`src/rtl/pipelined_mult_unit.sv`:
```
// ---------------------------------------------------------------------------
// pipelined_mult_unit
//   Fully pipelined RV32M multiply execution unit. One issue per cycle enters
//   stage 0. Each stage adds one CHUNK-bit slice of the multiplier into a
//   2*XLEN accumulator, so a result leaves the last stage STAGES cycles after
//   it was accepted. Each in-flight entry carries a speculative tag: kill
//   squashes tagged entries and resolve clears the tag.
//
// Ports
//   clock, reset             posedge clock, synchronous active-high reset
//   in_entry_*               issued op (ready qualifies it); accepted when
//                            in_entry_ready && in_ready
//   in_ready                 unit can accept this cycle (= pipe advance)
//   kill / resolve           squash / un-tag all speculative work
//   cdb_grant                CDB arbiter takes out_packet this cycle
//   out_packet_*             result packet (valid/value/rob_tag/inst/npc/spec)
//   out_valid                out_packet holds a live result
//   busy                     any stage holds a live entry
//
// alu_func encodings: MUL=5'h0A, MULH=5'h0B, MULHSU=5'h0C, MULHU=5'h0D;
// any other code yields 32'hfacebeec with the normal latency.
// ---------------------------------------------------------------------------
module pipelined_mult_unit #(
  parameter int XLEN   = 32,
  parameter int STAGES = 4,
  parameter int TAG_W  = 6,
  parameter int FUNC_W = 5
) (
  input  logic              clock,
  input  logic              reset,
  input  logic              in_entry_ready,
  input  logic [XLEN-1:0]   in_entry_rs1_value,
  input  logic [XLEN-1:0]   in_entry_rs2_value,
  input  logic [FUNC_W-1:0] in_entry_alu_func,
  input  logic [TAG_W-1:0]  in_entry_rob_tag,
  input  logic [31:0]       in_entry_inst,
  input  logic [XLEN-1:0]   in_entry_npc,
  input  logic              in_entry_speculative,
  output logic              in_ready,
  input  logic              kill,
  input  logic              resolve,
  input  logic              cdb_grant,
  output logic              out_packet_valid,
  output logic [XLEN-1:0]   out_packet_value,
  output logic [TAG_W-1:0]  out_packet_rob_tag,
  output logic [31:0]       out_packet_inst,
  output logic [XLEN-1:0]   out_packet_npc,
  output logic              out_packet_speculative,
  output logic              out_valid,
  output logic              busy
);

  localparam int W     = 2 * XLEN;
  localparam int CHUNK = XLEN / STAGES;
  localparam int LAST  = STAGES - 1;

  localparam logic [FUNC_W-1:0] ALU_MUL    = 5'h0A;
  localparam logic [FUNC_W-1:0] ALU_MULH   = 5'h0B;
  localparam logic [FUNC_W-1:0] ALU_MULHSU = 5'h0C;
  localparam logic [FUNC_W-1:0] ALU_MULHU  = 5'h0D;
  localparam logic [XLEN-1:0]   ILLEGAL_VALUE = XLEN'(32'hfacebeec);
  localparam logic [W-1:0]      CHUNK_MASK = {{(W-CHUNK){1'b0}}, {CHUNK{1'b1}}};

  // Contribution of multiplier slice k; the final stage also folds in the
  // upper (sign-extension) half of opb so the sum equals opa*opb mod 2^W.
  function automatic logic [W-1:0] partial(input logic [W-1:0] a,
                                           input logic [W-1:0] b,
                                           input int           k,
                                           input logic         last);
    logic [W-1:0] slice;
    logic [W-1:0] sum;
    slice = (b >> (k * CHUNK)) & CHUNK_MASK;
    sum   = (a << (k * CHUNK)) * slice;
    sum   = last ? (sum + ((a << XLEN) * (b >> XLEN))) : sum;
    return sum;
  endfunction

  logic              st_valid [STAGES];
  logic              st_spec  [STAGES];
  logic [TAG_W-1:0]  st_tag   [STAGES];
  logic [31:0]       st_inst  [STAGES];
  logic [XLEN-1:0]   st_npc   [STAGES];
  logic [FUNC_W-1:0] st_func  [STAGES];
  logic [W-1:0]      st_opa   [STAGES];
  logic [W-1:0]      st_opb   [STAGES];
  logic [W-1:0]      st_acc   [STAGES];

  logic              src_valid [STAGES];
  logic              src_spec  [STAGES];
  logic [TAG_W-1:0]  src_tag   [STAGES];
  logic [31:0]       src_inst  [STAGES];
  logic [XLEN-1:0]   src_npc   [STAGES];
  logic [FUNC_W-1:0] src_func  [STAGES];
  logic [W-1:0]      src_opa   [STAGES];
  logic [W-1:0]      src_opb   [STAGES];
  logic [W-1:0]      src_acc   [STAGES];
  logic [W-1:0]      stage_sum [STAGES];

  logic            a_signed;
  logic            b_signed;
  logic [W-1:0]    in_opa;
  logic [W-1:0]    in_opb;
  logic            last_valid;
  logic            advance;
  logic            accept;
  logic [XLEN-1:0] result;

  // Operand signedness by function; unknown functions use zero extension.
  always_comb begin
    a_signed = 1'b0;
    b_signed = 1'b0;
    case (in_entry_alu_func)
      ALU_MUL, ALU_MULH: begin
        a_signed = 1'b1;
        b_signed = 1'b1;
      end
      ALU_MULHSU: begin
        a_signed = 1'b1;
        b_signed = 1'b0;
      end
      default: begin
        a_signed = 1'b0;
        b_signed = 1'b0;
      end
    endcase
  end

  assign in_opa = {{XLEN{a_signed & in_entry_rs1_value[XLEN-1]}}, in_entry_rs1_value};
  assign in_opb = {{XLEN{b_signed & in_entry_rs2_value[XLEN-1]}}, in_entry_rs2_value};

  // A killed speculative result is not presented, which also frees the pipe.
  assign last_valid = st_valid[LAST];
  assign out_valid  = last_valid && !(kill && st_spec[LAST]);
  assign advance    = !out_valid || cdb_grant;
  assign in_ready   = advance;
  assign accept     = in_entry_ready && advance;

  // Source of each stage on advance: the issue port for stage 0, otherwise
  // the previous stage; plus that stage's accumulator update.
  always_comb begin
    src_valid[0] = accept;
    src_spec[0]  = in_entry_speculative;
    src_tag[0]   = in_entry_rob_tag;
    src_inst[0]  = in_entry_inst;
    src_npc[0]   = in_entry_npc;
    src_func[0]  = in_entry_alu_func;
    src_opa[0]   = in_opa;
    src_opb[0]   = in_opb;
    src_acc[0]   = {W{1'b0}};
    for (int k = 1; k < STAGES; k++) begin
      src_valid[k] = st_valid[k-1];
      src_spec[k]  = st_spec[k-1];
      src_tag[k]   = st_tag[k-1];
      src_inst[k]  = st_inst[k-1];
      src_npc[k]   = st_npc[k-1];
      src_func[k]  = st_func[k-1];
      src_opa[k]   = st_opa[k-1];
      src_opb[k]   = st_opb[k-1];
      src_acc[k]   = st_acc[k-1];
    end
    for (int k = 0; k < STAGES; k++) begin
      stage_sum[k] = src_acc[k] + partial(src_opa[k], src_opb[k], k, (k == LAST));
    end
  end

  // Stage registers: shift on advance; kill/resolve act whether or not the
  // pipe moves, and kill is checked before resolve so kill wins.
  always_ff @(posedge clock) begin
    for (int k = 0; k < STAGES; k++) begin
      if (reset) begin
        st_valid[k] <= 1'b0;
        st_spec[k]  <= 1'b0;
        st_tag[k]   <= {TAG_W{1'b0}};
        st_inst[k]  <= 32'h0000_0000;
        st_npc[k]   <= {XLEN{1'b0}};
        st_func[k]  <= {FUNC_W{1'b0}};
        st_opa[k]   <= {W{1'b0}};
        st_opb[k]   <= {W{1'b0}};
        st_acc[k]   <= {W{1'b0}};
      end else if (advance) begin
        st_valid[k] <= src_valid[k] && !(kill && src_spec[k]);
        st_spec[k]  <= src_spec[k] && !resolve;
        st_tag[k]   <= src_tag[k];
        st_inst[k]  <= src_inst[k];
        st_npc[k]   <= src_npc[k];
        st_func[k]  <= src_func[k];
        st_opa[k]   <= src_opa[k];
        st_opb[k]   <= src_opb[k];
        st_acc[k]   <= stage_sum[k];
      end else begin
        st_valid[k] <= st_valid[k] && !(kill && st_spec[k]);
        st_spec[k]  <= st_spec[k] && !resolve;
      end
    end
  end

  // Result select from the finished accumulator; zero when the last stage is empty.
  always_comb begin
    result = {XLEN{1'b0}};
    if (last_valid) begin
      case (st_func[LAST])
        ALU_MUL:                         result = st_acc[LAST][XLEN-1:0];
        ALU_MULH, ALU_MULHSU, ALU_MULHU: result = st_acc[LAST][W-1:XLEN];
        default:                         result = ILLEGAL_VALUE;
      endcase
    end else begin
      result = {XLEN{1'b0}};
    end
  end

  // Any live stage keeps the unit busy.
  always_comb begin
    busy = 1'b0;
    for (int k = 0; k < STAGES; k++) begin
      busy = busy | st_valid[k];
    end
  end

  assign out_packet_valid       = out_valid;
  assign out_packet_value       = result;
  assign out_packet_rob_tag     = st_tag[LAST];
  assign out_packet_inst        = st_inst[LAST];
  assign out_packet_npc         = st_npc[LAST];
  assign out_packet_speculative = resolve ? 1'b0 : st_spec[LAST];

endmodule

```
`config.mk`:
```
export PLATFORM = sky130hd
export DESIGN_NAME = pipelined_mult_unit
export DESIGN_NICKNAME = d
export VERILOG_FILES = /design/src/rtl/pipelined_mult_unit.sv
export SDC_FILE = /design/constraint.sdc
export NUM_CORES = 2
export LEC_CHECK = 0
export BUFFER_PORTS_ARGS = -buffer_cell sky130_fd_sc_hd__buf_2
export CORE_MARGIN = 3
export CORE_UTILIZATION = 55
export DETAILED_ROUTE_END_ITERATION = 8
export HOLD_SLACK_MARGIN = 0.03
export PLACE_DENSITY = 0.75
export SLEW_MARGIN = 20
export SYNTH_ARGS = -nofsm -noshare
export SYNTH_HDL_FRONTEND = slang
export SYNTH_SLANG_ARGS = --single-unit
```
`constraint.sdc`:
```
create_clock -name clock -period 21.2 [get_ports clock]
set_clock_uncertainty 0.1 [all_clocks]
set_input_delay 3.18 -clock clock [delete_from_list [all_inputs] [get_ports clock]]
set_output_delay 3.18 -clock clock [all_outputs]
set_load 0.03 [all_outputs]
```
== Word level (Yosys, flattened, before mapping) ==
Memory sizes are Yosys's and may differ from the RTL's.
Index checks and enable logic that the tools add are counted.

* Reductions and logical operators: 27
* Add/sub/neg operators: 4
* Bitwise operators: 49
* Eq/ne operators: 7
* Multipliers: 5
* Muxes and demuxes: 57

{| class="wikitable"
|+ Operators with widths
! kind !! number
|-
| 64-bit 2-to-1 mux || 12
|-
| 32-bit 2-to-1 mux || 9
|-
| 64-bit adder || 4
|-
| 32-bit case mux with 2 select lines || 1
|-
| 56-bit by 8-bit multiplier with 56-bit output || 1
|-
| 48-bit by 8-bit multiplier with 48-bit output || 1
|-
| 1-bit OR || 47
|-
| 33-bit by 9-bit multiplier with 42-bit output || 1
|-
| 40-bit by 8-bit multiplier with 40-bit output || 1
|-
| 5-bit by 4-bit == test with 1-bit output (second input constant) || 7
|-
| 32-bit by 32-bit multiplier with 32-bit output || 1
|-
| 1-bit 2-to-1 mux || 27
|-
| 6-bit 2-to-1 mux || 4
|-
| 5-bit 2-to-1 mux || 4
|-
| 1-bit logical AND || 16
|-
| 1-bit zero test || 7
|-
| 3-bit OR reduction || 2
|-
| 1-bit AND || 2
|-
| 2-bit OR reduction || 1
|-
| 1-bit logical OR || 1
|}

* Bits in writable memories: 1076
* Memories: 9
* Output and inout bits: 107
* Input port bits: 146
* Bits in registers: 0

{| class="wikitable"
|+ Memory list
! name !! words !! width !! rd ports !! clocked after Yosys merged registers in !! write ports !! RTL line !! source
|-
| st_acc || 4 || 64 || 4 || 0 || 4 || 86 || <nowiki>logic [W-1:0] st_acc [STAGES];</nowiki>
|-
| st_opa || 4 || 64 || 3 || 0 || 4 || 84 || <nowiki>logic [W-1:0] st_opa [STAGES];</nowiki>
|-
| st_opb || 4 || 64 || 3 || 0 || 4 || 85 || <nowiki>logic [W-1:0] st_opb [STAGES];</nowiki>
|-
| st_inst || 4 || 32 || 4 || 0 || 4 || 81 || <nowiki>logic [31:0] st_inst [STAGES];</nowiki>
|-
| st_npc || 4 || 32 || 4 || 0 || 4 || 82 || <nowiki>logic [XLEN-1:0] st_npc [STAGES];</nowiki>
|-
| st_tag || 4 || 6 || 4 || 0 || 4 || 80 || <nowiki>logic [TAG_W-1:0] st_tag [STAGES];</nowiki>
|-
| +3 memories || n/a || n/a || n/a || n/a || n/a || n/a ||
|}

== Logic depth before layout (Yosys ltp) ==
An unclocked memory read counts as a cell.

* Depth after elaboration: 11
* Depth in mapped cells: 43
* Gate-level depth less buffers: 42

== Worst setup path after synthesis ==
Ideal clock, no wire load.

* Path kind: input port to flip-flop
* Start point: input reset
* End point: memory st_acc[0][0] in the netlist's numbering (enable)
* Stages: 2
* Setup time: 1.177 ns
* Buffers on the path: 1
* Arrival: 19.679 ns
* Setup slack: 0.244 ns
* Path through: clkbuf_1 > nand2b_1

{| class="wikitable"
|+ RTL lines
! item !! RTL line !! source
|-
| start, declared || 30 || <nowiki>input logic reset,</nowiki>
|-
| end, declared || 86 ||
|}

==> results.json <==
{
  "outcome": "finished, final reports clean",
  "wl_per_cell_um": 20.7,
  "grt_start_max_net_pins": 311,
  "clkPwrFrac_pct": 22.2,
  "end_kind": "register",
  "dr.pass1.iters": 5,
  "grt_pass1_wl_um": 314000,
  "power_density_mw_per_mm2": 73.4,
  "design_area_sq_mm": 0.0823,
  "ir_drop_mv": 0.0713,
  "wirelength_um": 198000,
  "finalSetupViolCount": 0,
  "critPathRequiredTime_ps": 21500,
  "final_cell_mix": "inv_1 (1160), fa_1 (1105), and2_1 (1031)",
  "nets": 9389,
  "cts.repair.resized": 0,
  "synth-main-ff-cell": "edfxtp_1",
  "fin_crit_ps": 10180,
  "rows": 136,
  "rsz0062_at_grt": "no",
  "drc_errors": 0,
  "p_leak_nw": 37.3,
  "syn_area_sq_mm": 0.0769,
  "placed_cell_area_sq_mm": 0.0797,
  "clkTransAtPathRegs_ps": 60,
  "worstPathMaxFanout": 15,
  "viasPerCell": 5.51,
  "cts-buffers-inserted": 77,
  "hold_depth": 1,
  "timing.critical_path.mode_cell": "inv_1",
  "synth.distinct_cells": 85,
  "cts_root_buf": "clkbuf_16",
  "dieArea_sq_mm": 0.144,
  "period_share_pct": 48.0,
  "post_cts_buffers": 0,
  "synth.avg_cell_area_sq_um": 10.2,
  "crit_type": "register to register",
  "start_util_pct": 55.6,
  "gp_congestion": 0.990,
  "vias": 52695,
  "setup_tns_ps": 0,
  "cpLargestDelayFamily": "adder cells",
  "io_buffers": 252,
  "yosysSeqAreaShare_pct": 27.0,
  "insertion_delay_ps": 700,
  "core_sq_mm": 0.138,
  "num-fill-cells": 11619,
  "worst_slew_pin_slew_ps": 1180,
  "area_growth_pct": 7.03,
  "grt_pass1_vias": 55271,
  "die_x_um": 380,
  "p_switching_w": 0.00242,
  "maxCapViolations": 0,
  "place_hpwl_um": 161000,
  "hold_path.class": "register to register",
  "dp.cells": 9417,
  "max_slew_margin_pct": 20.8,
  "drive_gt1_share_pct": 5.77,
  "yosys_warnings": 0,
  "synth_seq_cells": 692,
  "crit_buf_inv": 8,
  "die_h_um": 380,
  "htreeDepth": 3,
  "antenna_left": 0,
  "cpMaxStageDelayCell": "edfxtp_1",
  "cpPeakStageDelay_ps": 620,
  "seqPwrFrac_pct": 31.7,
  "p_int_w": 0.00362,
  "p_total_w": 0.00604,
  "critPathLaunchType": "register",
  "grt_antenna_before_repair": 6,
  "cp_num_cells": 42,
  "synth_edf_count": 692,
  "hold_viol": 0,
  "p_sw_share_pct": 40.1,
  "holdWs_ps": 395,
  "grt_overflow_total": 0,
  "async_flop_share_pct": 0,
  "crit_arrival_ps": 10490,
  "maxSlewViolCount": 0,
  "grt_usage_pct": 27.9,
  "clock.fmax_mhz": 98.2,
  "cts_tree": "done",
  "final_cells": 9561,
  "num_io_pins": 253,
  "hold_buffers": 0,
  "p_comb_share_pct": 46.1,
  "initialDrtViolationCount": 3846,
  "clockBufferDepth": 3,
  "cts.sinks": 692,
  "mostFrequentLayoutCell": "inv_1",
  "worstRegToRegCells": 42,
  "postSynthCellCount": 7554
}
cells in the mapped netlist (9+ instances only):
cell / instances / area [sq um]
a211o_1: 9 / 78.8
a211oi_1: 38 / 285
a21boi_0: 29 / 218
a21o_1: 156 / 1170
a21oi_1: 299 / 1500
a22oi_1: 32 / 240
a31oi_1: 38 / 238
and2_1: 1031 / 6450
and3_1: 29 / 181
buf_1: 59 / 221
clkbuf_1: 236 / 886
edfxtp_1: 692 / 20800
fa_1: 1105 / 22100
ha_1: 505 / 6320
inv_1: 1160 / 4350
nand2_1: 750 / 2820
nand2b_1: 45 / 282
nand3_1: 50 / 250
nand4_1: 33 / 206
nor2_1: 338 / 1270
nor2b_1: 46 / 288
nor3_1: 39 / 195
o211ai_1: 20 / 150
o21a_1: 58 / 435
o21ai_0: 134 / 671
o21ai_1: 26 / 130
o21bai_1: 54 / 405
o31ai_1: 11 / 82.6
or2_2: 10 / 62.6
or3_1: 15 / 93.8
xnor2_1: 242 / 2120
xor2_1: 118 / 1030
final timing paths:
check | start | endpoint | slack, ps
worst max-delay path | st_opa[1][4]$_SDFFCE_PN0P_ | st_acc[3][63]$_SDFFCE_PN0P_ | 11020
worst min-delay path | st_acc[2][0]$_SDFFCE_PN0P_ | st_acc[3][0]$_SDFFCE_PN0P_ | 400
worst max register to register | st_opa[1][4]$_SDFFCE_PN0P_ | st_acc[3][63]$_SDFFCE_PN0P_ | 11020
worst min register to register | st_acc[2][0]$_SDFFCE_PN0P_ | st_acc[3][0]$_SDFFCE_PN0P_ | 400
cell type report:
| class | instances | area, sq um | area share [%] |
|---|---|---|---|
| Antenna cell | 5 | 12.5 | 0.0152 |
| Clock buffer | 89 | 1970 | 2.40 |
| Clock inverter | 50 | 583 | 0.709 |
| Inverter | 1161 | 4360 | 5.30 |
| Multi-Input combinational cell | 5404 | 50600 | 61.5 |
| Sequential cell | 692 | 20800 | 25.3 |
| Tap cell | 1863 | 2330 | 2.83 |
| Timing Repair Buffer | 297 | 1610 | 1.96 |
metrics by stage:
step	util, %	setup WS, ps
6_report	59.5	11020
5_1_grt	59.5	10430
4_1_cts	59.5	11080
3_5_place_dp	57.7	11160
3_3_place_gp	57.7	11180
2_1_floorplan	-	244
power by group through the flow:
stage | Sequential (W) | Clock [W] | Combinational, W
3_5_place_dp | 0.00194 | 0 | 0.00276
2_1_floorplan | 0.00188 | 0 | 0.00208
3_3_place_gp | 0.00193 | 0 | 0.00270
6_report | 0.00191 | 0.00134 | 0.00278
4_1_cts | 0.00191 | 0.00137 | 0.00278
5_1_grt | 0.00193 | 0.00142 | 0.00312
layer usage:
| layer | global-route usage (%) | routed length [um] |
|---|---|---|
| met1 | 36.0 | 81100 |
| met2 | 48.3 | 99200 |
| met3 | 4.05 | 10900 |
| met4 | 9.13 | 7000 |
| met5 | 0 | 18 |
kinds of logic (layout without fill, tap and decap cells):
| logic type | Yosys count | in the layout | share of synthesized area, % |
|---|---|---|---|
| fa+ha+maj | 1614 | 1614 | 37.1 |
| compound gates | 996 | 996 | 8.45 |
| other cells | 1 | 13 | 0.00488 |
| xor+xnor | 360 | 360 | 4.10 |
| buf+inv | 1465 | 1597 | 7.19 |
| mux | 8 | 8 | 0.104 |
| simple gates | 2418 | 2418 | 16.1 |
| flops | 692 | 692 | 27.0 |
state kept, by name, indices dropped and copies added, names as in the netlist:
register  cells
st_acc      234
st_inst     128
st_npc      128
st_opa       99
st_opb       51
st_tag       24
st_func      20
st_spec       4
st_valid      4
Power figures use the tool's default switching activity.
